File: src/rtl/mem_transfer_pkg.sv
// Shared sizes and types so the transfer controller and datapath agree on widths.
package mem_transfer_pkg;
  localparam int unsigned WIDTH   = 8;
  localparam int unsigned DEPTH_A = 8;
  localparam int unsigned AW_A    = $clog2(DEPTH_A);
  localparam int unsigned DEPTH_B = DEPTH_A / 2;
  localparam int unsigned AW_B    = $clog2(DEPTH_B);

  typedef logic [WIDTH-1:0] word_t;
  typedef logic [AW_A-1:0]  addra_t;
  typedef logic [AW_B-1:0]  addrb_t;
endpackage

File: src/rtl/mem_transfer_ram.sv
// Async-read, sync-write RAM whose whole contents clear on asynchronous reset.
module mem_transfer_ram #(
  parameter int unsigned DEPTH = 8,
  parameter int unsigned WIDTH = 8,
  parameter int unsigned AW    = 3
) (
  input  logic             clock,
  input  logic             rst,
  input  logic             we,
  input  logic [AW-1:0]    addr,
  input  logic [WIDTH-1:0] wdata,
  output logic [WIDTH-1:0] rdata
);
  logic [WIDTH-1:0] mem [DEPTH];

  always_ff @(posedge clock or posedge rst) begin
    if (rst) begin
      for (int unsigned i = 0; i < DEPTH; i++) mem[i] <= '0;
    end else if (we) begin
      mem[addr] <= wdata;
    end
  end

  assign rdata = mem[addr];
endmodule

File: src/rtl/mem_transfer_datapath.sv
// Datapath for memory-to-memory transfer: A is loaded from DataIn, word pairs
// of A are summed into B, and terminal-count flags go back to the controller.
module mem_transfer_datapath
  import mem_transfer_pkg::*;
(
  input  logic   clock,
  input  logic   Reset,
  input  logic   IncA,
  input  logic   IncB,
  input  logic   WEA,
  input  logic   WEB,
  input  word_t  DataIn,
  output addra_t AddrA,
  output addrb_t AddrB,
  output word_t  DOutA,
  output word_t  DOutB,
  output word_t  Hold,
  output word_t  Sum,
  output logic   Carry,
  output logic   LastA,
  output logic   LastB
);
  logic [WIDTH:0] sum_full;

  mem_transfer_ram #(
    .DEPTH(DEPTH_A),
    .WIDTH(WIDTH),
    .AW   (AW_A)
  ) u_mem_a (
    .clock(clock),
    .rst  (Reset),
    .we   (WEA),
    .addr (AddrA),
    .wdata(DataIn),
    .rdata(DOutA)
  );

  mem_transfer_ram #(
    .DEPTH(DEPTH_B),
    .WIDTH(WIDTH),
    .AW   (AW_B)
  ) u_mem_b (
    .clock(clock),
    .rst  (Reset),
    .we   (WEB),
    .addr (AddrB),
    .wdata(Sum),
    .rdata(DOutB)
  );

  // Counters wrap naturally because both depths are powers of two.
  always_ff @(posedge clock or posedge Reset) begin
    if (Reset) begin
      AddrA <= '0;
      AddrB <= '0;
      Hold  <= '0;
    end else begin
      if (IncA) begin
        AddrA <= AddrA + addra_t'(1);
        Hold  <= DOutA;
      end
      if (IncB) AddrB <= AddrB + addrb_t'(1);
    end
  end

  assign sum_full = {1'b0, Hold} + {1'b0, DOutA};
  assign Sum      = sum_full[WIDTH-1:0];
  assign Carry    = sum_full[WIDTH];
  assign LastA    = (AddrA == addra_t'(DEPTH_A - 1));
  assign LastB    = (AddrB == addrb_t'(DEPTH_B - 1));
endmodule

File: config.mk
export PLATFORM = sky130hd
export DESIGN_NAME = mem_transfer_datapath
export DESIGN_NICKNAME = d
export VERILOG_FILES = /design/src/rtl/mem_transfer_pkg.sv /design/src/rtl/mem_transfer_ram.sv /design/src/rtl/mem_transfer_datapath.sv
export SDC_FILE = /design/constraint.sdc
export NUM_CORES = 1
export LEC_CHECK = 0
export CAP_MARGIN = 30
export CORE_AREA = 2 2 100 102
export CTS_CLUSTER_SIZE = 30
export DETAILED_ROUTE_END_ITERATION = 12
export DIE_AREA = 0 0 102 104
export GPL_ROUTABILITY_DRIVEN = 0
export PLACE_DENSITY = 0.89
export SYNTH_ARGS = -nofsm -noshare
export SYNTH_HDL_FRONTEND = slang
export SYNTH_HIERARCHICAL = 1
export SYNTH_SLANG_ARGS = --single-unit
File: constraint.sdc
create_clock -name clock -period 4.7 [get_ports clock]
set_clock_uncertainty 0.2 [all_clocks]
set_input_delay 0.94 -clock clock [delete_from_list [all_inputs] [get_ports clock]]
set_output_delay 0.94 -clock clock [all_outputs]
set_load 0.02 [all_outputs]
==> out/results.txt <==
Die W = 102 µm
CTS Buf Count = 9
root buf cell = clkbuf_8
Syn Area/Cell = 16.34 µm²
slowest cell delay on critical path = 0.55 ns
H-tree Lvls = 3
clk buf depth = 2
hold endpoint = u_mem_b/mem[21]$_DFFE_PP0P_
starting density of the core = 55.27%
Rows = 36
Reg2Reg Depth = 9
Critical Path End Type = output pin
top cells by area, synth = dfrtp_1 (52%), mux2_2 (25%), mux4_2 (5.5%)
final setup fails = 0
# IOs = 54
Final Non-Filler Cells = 522
initial antenna violation count = 0
largest net degree at the start of global routing = 38
Unique masters post-synth = 36
status = complete, no violations
commonest cells in the netlist = mux2_2 (115), dfrtp_1 (109), mux4_2 (13)
Seq/Total Area, Yosys = 51.68%
#FFs+latches synth = 109
nets@finish = 410
main flop type after synthesis = dfrtp_1
# DRC = 0
critical path arrival = 3.43 ns
Slew Limit Headroom = 48.15%
drt pass-1 iters = 4
worst hold slack = 0.3061 ns
class of the worst hold path = reg2reg
I/O Buffers = 53
fin crit period = 4.569 ns
Synth Warn # = 6
global-route wire length before repair = 17.29 mm
WHS Path Cells = 1
Max Slew Vio Count = 0
die area = 10610 µm²
critical path startpoint category = flop
post-route ant nets = 0
CP max-delay cell = mux4_1
Post-Synthesis Cell Area = 5278 µm²
Inst Count DP = 505
crit share post-route = 97.22%
most common cell in the netlist = mux2_2
chip height = 104 µm
Skew-Pair Late Insertion Delay = 0.38 ns
family with the most delay on the worst path = multiplexers
CP Class = reg2out
remaining global-route overflow = 0
All-Layer GR Usage = 21.44%
clk sink count = 109
FF-to-FF End = u_mem_b/mem[29]$_DFFE_PP0P_
layout cells sized above 1 = 44.99%
Final Hold Fails = 0
vias in the first global route = 3211
Initial DRC Count = 92
DP HPWL = 7.597 mm
worst slew pin tran = 0.7778 ns
CTS tree = built
Syn Inst Count = 323
crit path max fanout = 8
most used cell, CP = a311o_1
DR WL/cell = 20.15 µm
max-cap violations = 0
area delta synth->final = 17.85%
Antenna Cells = 0
Routed WL = 10.52 mm
FF-to-FF Start = AddrA[0]$_DFFE_PP0P_
CP bufs+invs = 3
flop2flop setup slack = 1.24 ns
CTS clk-pin slew, worst paths = 0.10 ns
Syn Nets = 349
core area = 9549 µm²
hold_buf cts = 0
hold_sp = u_mem_b/mem[21]$_DFFE_PP0P_
cells along the critical path = buf_4 -> mux4_1 -> mux2_2 -> ha_2 -> inv_2 -> a311o_1 -> a311o_1 -> dlygate4sd2_1
routed vias/inst = 5.693
Req. time, crit path = 3.56 ns
Post-synth EDFFs = 0
async set-reset flop share out of synthesis = 100.0%
via count = 2972
cell accounting for the most synthesized area = dfrtp_1
FMAX = 218.9 MHz
top-area cell type share of the netlist area = 51.68%
-- routing by layer --
layer  part of all wire [%]  vias up  GRT usage [%]
met5                      0        -              0
met4                    1.7        0          6.952
met3                    3.3       17          4.772
met2                     52       51          36.14
met1                     43     1551          27.36
li1                       -     1353              -
-- per-stage QoR --
stage	cell area, µm²	setup WS, ns	utilization, %	TNS (ns)
2_1_floorplan	5278	0.5662	-	0
3_3_place_gp	5953	0.2578	62.34	0
3_5_place_dp	5981	0.1050	62.63	0
4_1_cts	6208	0.02012	65.02	0
5_1_grt	6220	-0.02040	65.13	-0.02040
6_report	6220	0.1308	65.13	0
-- flip-flops by register name, summed over array words and instances, names as in the netlist --
register and cells:
AddrA 3, AddrB 2, Hold 8, u_mem_a/mem 64
u_mem_b/mem 32
-- cells in the final DEF, fill, tap and decap left out, drive strengths merged, types with 2 or more instances in the layout --
cell,n
mux2,115
dfrtp,109
clkdlybuf4s50,47
mux4,24
clkbuf,12
ha,11
buf,10
inv,8
a21oi,5
xor2,4
nand2,3
clkinv,3
nand4b,3
nand3,3
a21o,2
nor2,2
nor2b,2
nor3,2
a311o,2
dlymetal6s2s,2
dlygate4sd2,2
and4bb,2
nand3b,2
xnor2,2
-- worst max-delay path by stage --
stage / start / endpoint / cells past startpoint
floorplan: AddrA[0]$_DFFE_PP0P_ / Sum[4] / 8
global placement: AddrA[0]$_DFFE_PP0P_ / Sum[6] / 9
detailed placement: AddrA[2]$_DFFE_PP0P_ / Sum[7] / 10
CTS: AddrA[0]$_DFFE_PP0P_ / Carry / 9
global route: AddrA[2]$_DFFE_PP0P_ / Sum[5] / 9
finish: AddrA[0]$_DFFE_PP0P_ / Sum[5] / 8
-- repair_timing --
item / 4_1_cts / 5_1_grt
pin swaps: 1 / 0
endpoints found under the setup margin: 6 / 5
setup buffers: 1 / 0
resized for setup: 9 / 10
hold endpoints to repair: 0 / 0
-- layout make-up --
class	count	area [µm²]
tap	133	166.4
fill	715	3329
sequential	109	2730
timing repair buffer	63	643.1
inverter	6	22.52
clock buffer	10	127.6
multi-input combinational	195	2451
clock inverter	6	78.83
-- cell families (layout without fill, tap and decap cells) --
family          count (synthesis)  after routing  synth area share, %
mux                           140            140                35.75
fa+ha+maj                      12             12                2.987
simple gates                   24             24                4.433
flops                         109            109                51.68
xor+xnor                        6              6               0.9957
buf+inv                        19             85                2.442
compound gates                 13             13                1.707
Power is not shown: default switching activity piles up to over one toggle a cycle in this logic, so the estimate is an artifact.
